File: config.mk
export PLATFORM = sky130hd
export DESIGN_NAME = binary_game_core
export DESIGN_NICKNAME = d
export VERILOG_FILES = /design/src/rtl/binary_game_core.sv
export SDC_FILE = /design/constraint.sdc
export NUM_CORES = 1
export LEC_CHECK = 0
export CAP_MARGIN = 20
export CORE_UTILIZATION = 58
export CTS_CLUSTER_SIZE = 8
export DETAILED_ROUTE_END_ITERATION = 6
export GPL_ROUTABILITY_DRIVEN = 0
export PLACE_DENSITY_LB_ADDON = 0.1
export SYNTH_ARGS = -nofsm -noshare
export SYNTH_HDL_FRONTEND = slang
export SYNTH_SLANG_ARGS = --single-unit
File: constraint.sdc
create_clock -name clk -period 3.6 [get_ports clk]
set_clock_uncertainty 0.2 [all_clocks]
set_input_delay 0.54 -clock clk [delete_from_list [all_inputs] [get_ports clk]]
set_output_delay 0.54 -clock clk [all_outputs]
set_load 0.02 [all_outputs]
File: src/rtl/binary_game_core.sv
// rtl/binary_game_core.sv - guess-the-secret game core with LFSR target, timeout and verdict hold
module binary_game_core #(
    parameter int              WIDTH          = 12,
    parameter int              ROUNDS         = 8,
    parameter int              TIMEOUT_CYCLES = 1000000000,
    parameter int              RESULT_HOLD    = 100000000,
    parameter logic [WIDTH-1:0] SEED          = WIDTH'(64),
    parameter logic [WIDTH-1:0] LFSR_TAPS     = WIDTH'(12'h829)
) (
    input  logic             clk,
    input  logic             reset,
    input  logic [WIDTH-1:0] sw,
    input  logic             btn_submit,
    input  logic             btn_start,
    output logic [WIDTH-1:0] secret,
    output logic [7:0]       score,
    output logic [7:0]       round_idx,
    output logic             led_correct,
    output logic             led_wrong,
    output logic             timed_out,
    output logic             playing,
    output logic             game_over
);

    localparam int TW = $clog2(TIMEOUT_CYCLES + 1);
    localparam int HW = $clog2(RESULT_HOLD + 1);
    localparam logic [TW-1:0] TIMER_MAX = TW'(TIMEOUT_CYCLES - 1);
    localparam logic [HW-1:0] HOLD_MAX  = HW'(RESULT_HOLD - 1);
    localparam logic [7:0]    LAST_ROUND = 8'(ROUNDS - 1);

    typedef enum logic [1:0] {S_IDLE, S_PLAY, S_RESULT, S_DONE} state_t;

    state_t          state, state_nxt;
    logic [TW-1:0]   timer;
    logic [HW-1:0]   hold;
    logic [WIDTH-1:0] lfsr;
    logic            verdict_correct, verdict_wrong, verdict_timeout;

    logic            sub_s1, sub_s2, sub_prev, sub_arm, sub_pulse;
    logic            sta_s1, sta_s2, sta_prev, sta_arm, sta_pulse;
    logic [1:0]      settle;
    logic            guess_hit;
    logic [WIDTH-1:0] lfsr_step;

    assign guess_hit = (sw == lfsr);
    assign lfsr_step = lfsr[0] ? ((lfsr >> 1) ^ LFSR_TAPS) : (lfsr >> 1);
    assign secret    = lfsr;

    // Synchronise buttons and register a one-cycle rising-edge pulse; a button
    // only arms once it has been seen released after the synchroniser settles,
    // so a press held through reset release is ignored until re-pressed.
    always_ff @(posedge clk or negedge reset) begin
        if (!reset) begin
            sub_s1    <= 1'b0;
            sub_s2    <= 1'b0;
            sub_prev  <= 1'b0;
            sub_arm   <= 1'b0;
            sub_pulse <= 1'b0;
            sta_s1    <= 1'b0;
            sta_s2    <= 1'b0;
            sta_prev  <= 1'b0;
            sta_arm   <= 1'b0;
            sta_pulse <= 1'b0;
            settle    <= 2'b00;
        end else begin
            settle    <= {settle[0], 1'b1};
            sub_s1    <= btn_submit;
            sub_s2    <= sub_s1;
            sub_prev  <= sub_s2;
            sub_arm   <= sub_arm | (settle[1] & ~sub_s2);
            sub_pulse <= sub_s2 & ~sub_prev & sub_arm;
            sta_s1    <= btn_start;
            sta_s2    <= sta_s1;
            sta_prev  <= sta_s2;
            sta_arm   <= sta_arm | (settle[1] & ~sta_s2);
            sta_pulse <= sta_s2 & ~sta_prev & sta_arm;
        end
    end

    // State register
    always_ff @(posedge clk or negedge reset) begin
        if (!reset) state <= S_IDLE;
        else        state <= state_nxt;
    end

    // Next-state decision; a submit pulse takes priority over timer expiry
    always_comb begin
        state_nxt = state;
        case (state)
            S_IDLE:   if (sta_pulse) state_nxt = S_PLAY;
            S_PLAY:   if (sub_pulse || timer == '0) state_nxt = S_RESULT;
            S_RESULT: if (hold == '0) state_nxt = (round_idx == LAST_ROUND) ? S_DONE : S_PLAY;
            S_DONE:   if (sta_pulse) state_nxt = S_PLAY;
            default:  state_nxt = S_IDLE;
        endcase
    end

    // Game datapath: score, round, timers, LFSR target and verdict flags
    always_ff @(posedge clk or negedge reset) begin
        if (!reset) begin
            score           <= 8'd0;
            round_idx       <= 8'd0;
            timer           <= TIMER_MAX;
            hold            <= HOLD_MAX;
            lfsr            <= SEED;
            verdict_correct <= 1'b0;
            verdict_wrong   <= 1'b0;
            verdict_timeout <= 1'b0;
        end else begin
            case (state)
                S_IDLE, S_DONE: begin
                    if (sta_pulse) begin
                        score     <= 8'd0;
                        round_idx <= 8'd0;
                        timer     <= TIMER_MAX;
                    end
                end
                S_PLAY: begin
                    if (sub_pulse) begin
                        verdict_correct <= guess_hit;
                        verdict_wrong   <= ~guess_hit;
                        verdict_timeout <= 1'b0;
                        hold            <= HOLD_MAX;
                        if (guess_hit && score != 8'hFF) score <= score + 8'd1;
                    end else if (timer == '0) begin
                        verdict_correct <= 1'b0;
                        verdict_wrong   <= 1'b1;
                        verdict_timeout <= 1'b1;
                        hold            <= HOLD_MAX;
                    end else begin
                        timer <= timer - TW'(1);
                    end
                end
                S_RESULT: begin
                    if (hold == '0) begin
                        verdict_correct <= 1'b0;
                        verdict_wrong   <= 1'b0;
                        verdict_timeout <= 1'b0;
                        if (round_idx != LAST_ROUND) begin
                            round_idx <= round_idx + 8'd1;
                            lfsr      <= lfsr_step;
                            timer     <= TIMER_MAX;
                        end
                    end else begin
                        hold <= hold - HW'(1);
                    end
                end
                default: ;
            endcase
        end
    end

    // Status outputs; verdict LEDs are gated so they only show during RESULT
    always_comb begin
        playing     = (state == S_PLAY);
        game_over   = (state == S_DONE);
        led_correct = verdict_correct & (state == S_RESULT);
        led_wrong   = verdict_wrong   & (state == S_RESULT);
        timed_out   = verdict_timeout & (state == S_RESULT);
    end

endmodule

## Word level (Yosys, flattened, before mapping)

Cells that the tools add are included.

| cells by class | value |
|---|---|
| add/sub/neg operators | 4 |
| divide/modulo/power cells | 0 |
| mux-type cells | 32 |
| shifts and indexed selects | 0 |
| equality and inequality tests | 17 |
| multiply operators | 0 |
| magnitude comparators | 0 |
| reductions and logical operators | 16 |
| bitwise logic cells | 17 |

Operators with widths:

| operator | number |
|---|---|
| 2-to-1 mux 30 bit | 5 |
| one-hot mux 30 bit (3 select lines) | 1 |
| 2-to-1 mux 27 bit | 3 |
| one-hot mux 27 bit (2 select lines) | 1 |
| 2-to-1 mux 8 bit | 5 |
| one-hot mux 8 bit (2 select lines) | 2 |
| logical NOT 30 bit | 1 |
| subtractor 30 x 1 -> 30 bit (second input constant) | 1 |
| logical NOT 27 bit | 1 |
| subtractor 27 x 1 -> 27 bit (second input constant) | 1 |
| adder 8 x 1 -> 8 bit (second input constant) | 2 |
| == test 12 bit | 1 |
| 2-to-1 mux 12 bit | 1 |
| AND reduction 3 bit | 4 |
| inequality test 2 bit (second input constant) | 5 |
| bitwise AND 1 bit | 9 |
| == test 8 x 3 -> 1 bit (second input constant) | 1 |
| 2-to-1 mux 2 bit | 4 |
| inequality test 2 x 1 -> 1 bit (second input constant) | 4 |
| inequality test 8 x 3 -> 1 bit (second input constant) | 1 |
| inequality test 8 bit (second input constant) | 1 |
| AND reduction 4 bit | 2 |
| 2-to-1 mux 1 bit | 6 |
| one-hot mux 1 bit (2 select lines) | 3 |
| other kinds (13) | 21 |

| storage, ports and cells | value |
|---|---|
| memory bits (writable) | 0 |
| bits in read-only memories | 0 |
| bits in latches | 0 |
| word-level logic and storage cells | 106 |
| output and inout port bits | 33 |
| memories kept | 0 |
| flip-flop bits (word level) | 102 |

## Logic depth before layout (Yosys ltp)

Gate-level depths: netlist of run 1.

| depth | value |
|---|---|
| depth in word-level cells | 5 |
| mapped depth | 11 |

## Worst setup path before layout of run 1

OpenSTA, ideal clock, no wires.

| timing | value |
|---|---|
| kind | register to register |
| from | reg hold[0] |
| to | reg timer[22] |
| slack | 699 ps |
| library setup time | 133 ps |
| cell stages (with the launch flop) | 10 |
| clock period less this slack | 2,901 ps |
| arrival | 2,568 ps |
| path buffers | 1 |
| data required time | 3,267 ps |
| cell sequence | dfstp_2 -> inv_1 -> ha_1 -> or4b_1 -> nor4_4 -> a41oi_4 -> buf_6 -> or4_4 -> nand3_1 -> o31ai_2 |

| between the ends | value |
|---|---|
| cells in the longest elaborated chain, start to end | 3 |

Ends and longest elaborated chain:

| what | RTL line | RTL |
|---|---|---|
| start, declared | 35 | `logic [HW-1:0] hold;` |
| start signal, assigned | 145 | `hold <= hold - HW'(1);` |
| logical NOT 27 bit | 135 | `if (hold == '0) begin` |
| inequality test 2 bit (no line) | n/a |  |
| AND reduction 5 bit (no line) | n/a |  |
| end signal, assigned | 131 | `timer <= timer - TW'(1);` |
| end, declared | 34 | `logic [TW-1:0] timer;` |

No other way between the ends.
A chain may end at the register's enable or synchronous reset.

## Worst setup path in the final report of run 1

| timing | value |
|---|---|
| from | reg hold[0] |
| to | reg timer[29] |

Same word-level chain as after synthesis.

==> flow_summary.ini, run 1 <==
[detailed_routing]
drcViolationCount = 0
routedWlPerCell_microns = 17.2
ant_nets = 0
viasPerCell = 6.20
drt_iter0_drc = 245
vias = 4674
firstDrtPassIters = 7
wirelength_microns = 13000

[cells_and_area]
diodes = 0
nFillCells = 768
syn_to_final_growth_pct = 14.4
layout_common_cells = dfrtp_1, nand2_1, clkdlybuf4s50_1
drive_gt1_frac = 0.171
final_core_util = 0.695
regArea_sq_um = 2600
final_common_cell = dfrtp_1
nets = 643
multi_input_area_sq_um = 2840
fin_cells = 754

[clock_network]
hold_buffers = 1
cts_tree = done
cts_setup_buffers = 0
cts_resized = 0
htree_levels = 3
path_clk_slew_ns = 0.10
cts_buffer_depth = 2
cts_buffers = 9
clkSinkCount = 102
clk_latency_ns = 0.38
cts-root-buf = clkbuf_8

[grt]
grt_pass1_vias = 4546
antenna_found_initial = 0
track_usage = 0.276
grt_overflow_total = 0
grt_pass1_wl_microns = 21900
grt_max_degree = 47

[floorplanning]
start_util = 0.608
die_h_microns = 101
io-pin-count = 49
core_sq_um = 9370
core.rowCount = 35
die_w_microns = 101
dieArea_sq_um = 10200

[timing]
maxSlewViolCount = 0
fmax_mhz = 306
worst_pin_slew_ns = 0.673
rsz0062_at_grt = false
hold_violations = 0
tns_ns = 0
finalCritPeriodShare = 0.907
fin_crit_ns = 3.27
slew_headroom = 0.548
setup_viol = 0

[logic_synthesis]
ys_seq_elements = 102
synth_cell_types = 69
synth-edff-count = 0
synth_mux_area_frac = 0.0354
synthFlopType = dfrtp_1
yosysTopAreaCell = dfrtp_1
synth_seq_area_share = 0.457
synth_top_family_by_area = simple AND/OR/NAND/NOR gates
mappedNetlistArea_sq_um = 5690
yosys.area_share.adder = 0.0154
synth_nets = 597
ys_async_sr_fraction = 1.00
syn_avg_cell_area_sq_um = 9.92
syn_inst = 574
netlist.area_leader.share = 0.268
synth_xor_area_frac = 0.0461
synth_warnings = 0
synth-compound-area-share = 0.128
synth_area_leaders = dfrtp_1, dfstp_2, xnor2_1
synth_simple_gate_area_share = 0.274

[outcome]
status = completed

[run]
maxCapViolations = 0

[critical_path]
cp-end-kind = flop
worstPathRequired_ns = 3.71
worstSetupStartpointType = flop
path_max_fanout = 18
worstSetupPathType = flop to flop
cp.arrival_ns = 3.38

[place]
io_buffer_count = 48
dp.cells = 736
dp_hpwl_microns = 9110

[pwr]
power_leakage_nw = 2.57
p_total_mw = 3.55
peakVddDrop_mv = 0.382
powerDensity_nw_per_um2 = 545

[hold_path]
min_path_type = flop to flop
-- report_power, final --
part	internal, mW	switching (mW)
Combinational	0.451	0.984
Sequential	1.25	0.0961
Clock	0.353	0.420
-- routing by layer --
layer | routed length, microns | global-route usage | up-vias | share of wire
met4 | 306 | 0.0870 | 0 | 0.024
li1 | - | - | 2208 | -
met1 | 5960 | 0.375 | 2335 | 0.46
met2 | 6230 | 0.443 | 104 | 0.48
met5 | 0 | 0 | - | 0
met3 | 503 | 0.0589 | 27 | 0.039
-- kinds of logic (layout without fill, tap and decap cells) --
kind of cell	count (synthesis)	after routing
simple gates	269	269
flops	102	102
fa+ha+maj	7	7
compound gates	98	98
buf+inv	48	99
other cells	1	1
xor+xnor	30	30
mux	19	19
-- flip-flops by register name (all words and copies together) (netlist names) --
register	cells
sta_pulse	1
secret	12
sub_arm	1
sub_s1	1
verdict_wrong	1
settle	2
verdict_correct	1
score	8
sub_prev	1
sta_s2	1
sta_s1	1
hold	27
verdict_timeout	1
sub_pulse	1
sta_arm	1
state	2
sta_prev	1
timer	30
round_idx	8
sub_s2	1
-- metrics by stage --
stage               cell area (sq um)  setup WS (ns)  hold slack [ns]
detailed placement               6290          0.390            0.138
global placement                 6290          0.530            0.132
floorplan                        5690          0.699           0.0444
CTS                              6510          0.361            0.171
finish                           6520          0.335            0.165
global route                     6520          0.174            0.177
-- critical path, stage by stage (launching register included) --
cell	delay [ns]
dfstp_2	0.39
inv_1	0.09
ha_1	0.20
or4b_1	0.54
nor4_4	0.39
buf_4	0.21
a41o_1	0.32
nand2_1	0.41
and4_1	0.36
nor2_1	0.09
-- final cells by class --
cell class / instances / share of cell area
Tap cell: 129 / 0.0248
Clock inverter: 6 / 0.0117
Inverter: 16 / 0.00922
Clock buffer: 10 / 0.0211
Multi-Input combinational cell: 424 / 0.436
Timing Repair Buffer: 67 / 0.0972
Sequential cell: 102 / 0.400
-- synthesized netlist by cell type (all sizes together) (11+ instances only) --
master and number:
dfrtp 61, nand2 55, nor2 47, dfstp 41
nor3 34, nor4 29, xnor2 26, o21ai 21
buf 20, nand3 20, inv 15, or3 14
or4 14, a31oi 13, clkbuf 12, and2 11
-- worst paths after layout --
check	to	start	slack, ns	depth (start not counted)
min in group asynchronous	hold[19]$_DFFE_PN0P_	reset	0.52	2
setup reg to reg	timer[29]$_DFFE_PN1P_	hold[0]$_DFFE_PN1P_	0.33	9
max in group asynchronous	timer[5]$_DFFE_PN1P_	reset	1.92	3
setup / recovery	timer[29]$_DFFE_PN1P_	hold[0]$_DFFE_PN1P_	0.33	9
hold reg to reg	sub_s2$_DFF_PN0_	sub_s1$_DFF_PN0_	0.17	0
hold / removal	sub_s2$_DFF_PN0_	sub_s1$_DFF_PN0_	0.17	0
(Power assumes the default switching activity.)
==> run 2: changes to the inputs <==
Settings changed: CORE_UTILIZATION 58 to 53.
Clock period 3.6 ns to 2.7 ns, I/O delays scaled along.
==> run 2 against run 1 <==
Effect of this change:
- clock power is 29% higher
- the run now ends with negative setup slack left
- cell count is 16% higher
- core utilization is 8.2 points higher
- combinational power is 130% higher
- flip-flop and latch count stayed put
- register-to-register slack worse by 0.43 ns
- worst setup slack worse by 0.43 ns
- count of clock-buffer cells in the layout stayed put
- design area is 24% higher
==> flow_summary.ini, run 2 (synthesis gave the netlist of run 1 again) <==
[clock_network]
cts-root-buf = clkbuf_8
htree_levels = 3
cts_tree = done
clk_latency_ns = 0.40
cts_buffers = 9
clkSinkCount = 102
cts_buffer_depth = 2
path_clk_slew_ns = 0.10

[timing]
fin_crit_ns = 2.80
maxSlewViolCount = 0
rsz0062_at_grt = true
hold_ws_ns = 0.156
layout_setup_ws_ns = -0.0992
hold_violations = 0
worst_pin_slew_ns = 0.664
finalCritPeriodShare = 1.04
fmax_mhz = 357
setup_viol = 35
slew_headroom = 0.553

[critical_path]
critPathMaxStageDelay_ns = 0.50
worstSetupPathType = flop to flop
cp-end-kind = flop
cp_slowest_cell = or4_1
r2r_slack_ns = -0.1
path_cells = inv_2 > ha_4 > or4b_4 > nor4_4 > buf_4 > a41o_4 > o21ai_4 > or4_1 > nand2_1
path_max_fanout = 7
cp.arrival_ns = 2.94
worstPathRequired_ns = 2.84
worstSetupStartpointType = flop

[floorplanning]
start_util = 0.549
dieArea_sq_um = 11200
core_sq_um = 10400
die_h_microns = 106
io-pin-count = 49
core.rowCount = 37
die_w_microns = 106

[cells_and_area]
final_core_util = 0.777
fin_area_sq_um = 8060
diodes = 0
syn_to_final_growth_pct = 41.5
nets = 759
largest_register_ff_count = 30
final_common_cell = buf_4
drive_gt1_frac = 0.385
layout_common_cells = buf_4, dfrtp_1, nand2_1
top_register = timer

[detailed_routing]
routedWlPerCell_microns = 17.9
wirelength_microns = 15700
vias = 5226
drt_iter0_drc = 264
viasPerCell = 5.96
drcViolationCount = 0
firstDrtPassIters = 5
ant_nets = 0

[hold_path]
min_path_type = flop to flop

[outcome]
status = finished with violations
violations = negative setup slack

[pwr]
power_leakage_nw = 3.29
peakVddDrop_mv = 0.420
powerDensity_nw_per_um2 = 756
p_total_mw = 6.09

[grt]
grt_max_degree = 62
track_usage = 0.275
grt_pass1_vias = 4978
grt_overflow_total = 0
grt_pass1_wl_microns = 24200
antenna_found_initial = 0

[run]
maxCapViolations = 0

[place]
io_buffer_count = 48
dp_hpwl_microns = 10100
placed_area_sq_um = 6990
==> run 2: cell type report <==
type                    instances  area (sq um)
well taps                     136           170
multi-input cells             425          3380
fillers                       693          2310
flip-flops and latches        102          2600
inverters                      16          60.1
repair buffers                182          1650
clock inverters                 6          66.3
clock buffers                  10           128
==> run 2: worst paths after layout <==
check | start | endpoint | cells after the start
worst min register to register | sub_s1$_DFF_PN0_ | sub_s2$_DFF_PN0_ | 0
max in group asynchronous | reset | secret[6]$_DFFE_PN1P_ | 3
worst min-delay path | sub_s1$_DFF_PN0_ | sub_s2$_DFF_PN0_ | 0
worst max register to register | hold[1]$_DFFE_PN1P_ | timer[18]$_DFFE_PN0P_ | 9
worst max-delay path | hold[1]$_DFFE_PN1P_ | timer[18]$_DFFE_PN0P_ | 9
min in group asynchronous | reset | hold[18]$_DFFE_PN1P_ | 2
==> run 2: report_power, final <==
group | switching (mW) | internal (mW) | total (mW)
logic | 1.88 | 1.42 | 3.30
registers | 0.121 | 1.66 | 1.78
clock network | 0.568 | 0.436 | 1.00
==> run 2: timing repair <==
| item | in CTS | in global routing |
|---|---|---|
| pin swaps | 24 | 37 |
| hold buffers | 1 | 0 |
| endpoints found under the setup margin | 50 | 71 |
| setup buffers | 18 | 19 |
| resized for setup | 41 | 76 |
| endpoints found under the hold margin | 63 | 0 |
| gates cloned | 2 | 2 |
==> run 2: worst max-delay path, delay by kind of cell, from the launching register on <==
family,cells,cell delay [ns]
compound gates,2,0.30
fa+ha+maj,1,0.12
buf+inv,2,0.25
flops,1,0.39
simple gates,4,1.46
==> run 2: per-stage QoR <==
stage / std cells / setup WS, ns / TNS, ns
after floorplan: 574 / -0.0865 / -0.257
after global placement: 821 / -0.0605 / -0.436
after detailed placement: 821 / -0.132 / -1.64
after CTS: 857 / -0.0764 / -0.549
after global routing: 877 / -0.210 / -6.99
final: 877 / -0.0992 / -1.49
==> run 2: layer usage <==
| layer | track usage | share of wire | vias to the layer above |
|---|---|---|---|
| met1 | 0.363 | 0.44 | 2618 |
| met5 | 0 | 0 | - |
| met2 | 0.443 | 0.50 | 144 |
| li1 | - | - | 2440 |
| met3 | 0.0594 | 0.044 | 24 |
| met4 | 0.107 | 0.015 | 0 |
==> run 3: changes to the inputs <==
Settings changed: SKIP_LAST_GASP set to 1.
==> run 3 against run 2 <==
Effect of this change:
- the run still ends with negative setup slack left
- worst setup slack worse by 0.014 ns
- clock power about the same
- first-iteration DRC count rose by 12%
- register-to-register slack about the same
- sequential power is essentially flat
- critical path type unchanged
- largest cell class unchanged
- largest power group unchanged
- highest routed layer unchanged
==> flow_summary.ini, run 3 (synthesis gave the netlist of run 1 again) <==
[grt]
grt_pass1_vias = 4973
grt_max_degree = 62
antenna_found_initial = 0
grtUsageMet1 = 0.362
track_usage = 0.275
grt-busiest-layer = met2
grt_use_met3 = 0.0594
grt_overflow_total = 0
use_met2 = 0.442
grt_pass1_wl_microns = 24200

[timing]
slew_headroom = 0.552
rsz0062_at_grt = true
layout_setup_ws_ns = -0.114
fin_crit_ns = 2.81
hold_violations = 0
fmax_mhz = 355
finalCritPeriodShare = 1.04
hold_ws_ns = 0.157
setup_viol = 36
worst_pin_slew_ns = 0.666
maxSlewViolCount = 0

[detailed_routing]
firstDrtPassIters = 5
routedWlPerCell_microns = 17.8
drcViolationCount = 0
drt_iter0_drc = 295
viasPerCell = 5.96
vias = 5198
wirelength_microns = 15500
ant_nets = 0

[clock_network]
clk_latency_ns = 0.39
path_clk_slew_ns = 0.10
cts_tree = done
cts_buffers = 9
cts-root-buf = clkbuf_8
clkSinkCount = 102
htree_levels = 3
cts_buffer_depth = 2

[outcome]
status = finished with violations
violations = negative setup slack

[critical_path]
startpoint = timer[14]$_DFFE_PN1P_
worstPathRequired_ns = 2.82
path_max_fanout = 5
timing.rr.end = hold[14]$_DFFE_PN1P_
cp-end-kind = flop
worstSetupPathType = flop to flop
regToRegStartpoint = timer[14]$_DFFE_PN1P_
endpoint = hold[14]$_DFFE_PN1P_
worstSetupStartpointType = flop
worstRegToRegCells = 8
r2r_slack_ns = -0.11
cp.arrival_ns = 2.94

[floorplanning]
io-pin-count = 49
die_h_microns = 106
start_util = 0.549
core.rowCount = 37
core_sq_um = 10400
dieArea_sq_um = 11200
die_w_microns = 106

[hold_path]
min_path_type = flop to flop

[cells_and_area]
final_common_cell = buf_4
diodes = 0
largest_register_ff_count = 30
layout_common_cells = buf_4, dfrtp_1, nand2_1
top_register = timer
syn_to_final_growth_pct = 40.3
nets = 754
nFillCells = 711
drive_gt1_frac = 0.379

[pwr]
power_leakage_nw = 3.25
peakVddDrop_mv = 0.443
p_clk_frac = 0.166
p_total_mw = 5.99
p_sw_mw = 2.52
p_int_mw = 3.47
power_frac_seq = 0.298
share_comb_of_total_power = 0.536
swShare = 0.421
powerDensity_nw_per_um2 = 750

[place]
place_ws_ns = -0.132
dp_hpwl_microns = 10100
io_buffer_count = 48

[run]
maxCapViolations = 0
run 3: area by class of cell:
class                   count  area (sq um)  share of cell area
flip-flops and latches    102          2600               0.326
well taps                 136           170              0.0213
clock inverters             6          66.3             0.00830
multi-input cells         425          3360               0.421
repair buffers            177          1600               0.200
inverters                  16          60.1             0.00752
clock buffers              10           128              0.0160
run 3: stage by stage:
step / util / instance area, sq um / instances / TNS (ns)
2_1_floorplan: - / 5780 / 574 / -0.257
3_3_place_gp: 0.674 / 6990 / 821 / -0.436
3_5_place_dp: 0.674 / 6990 / 821 / -1.64
4_1_cts: 0.721 / 7480 / 857 / -0.672
5_1_grt: 0.770 / 7990 / 872 / -5.70
6_report: 0.770 / 7990 / 872 / -1.41
run 3: critical path: stages (launching register included):
cell and delay [ns]:
dfstp_2 0.38, or4_4 0.57, nor3_4 0.23, buf_4 0.15
buf_6 0.09, a311o_1 0.29, nand3_2 0.19, or4_4 0.46
mux2i_1 0.17
run 3: worst min-delay path by stage:
stage | start | to | slack (ns) | cells after the start
after global routing | sta_s1$_DFF_PN0_ | sta_s2$_DFF_PN0_ | 0.17 | 0
final | sta_s1$_DFF_PN0_ | sta_s2$_DFF_PN0_ | 0.16 | 0
after CTS | sub_s1$_DFF_PN0_ | sub_s2$_DFF_PN0_ | 0.16 | 0
after detailed placement | sub_s1$_DFF_PN0_ | sub_s2$_DFF_PN0_ | 0.14 | 0
after floorplan | reset | hold[10]$_DFFE_PN0P_ | -0.09 | 0
after global placement | sta_s1$_DFF_PN0_ | sta_s2$_DFF_PN0_ | 0.13 | 0
run 3: per-layer routing:
metal | vias to the layer above | share of wire
met1 | 2551 | 0.44
met2 | 168 | 0.49
li1 | 2440 | -
met3 | 39 | 0.045
met4 | 0 | 0.025
met5 | - | 0
run 3: what timing repair did:
| item | 4_1_cts | 5_1_grt |
|---|---|---|
| hold endpoints to repair | 63 | 0 |
| hold buffers | 1 | 0 |
| setup buffers | 18 | 15 |
| cloned | 2 | 1 |
| gates resized for setup | 36 | 72 |
| endpoints found under the setup margin | 50 | 70 |
| pin swaps | 20 | 40 |
run 3: power by group through the flow:
stage / Clock (mW) / Sequential, mW / Combinational (mW)
finish: 0.996 / 1.78 / 3.21
detailed placement: 0 / 1.80 / 2.37
global placement: 0 / 1.79 / 2.32
global route: 1.09 / 1.80 / 3.38
floorplan: 0 / 1.84 / 1.26
CTS: 1.03 / 1.78 / 2.65
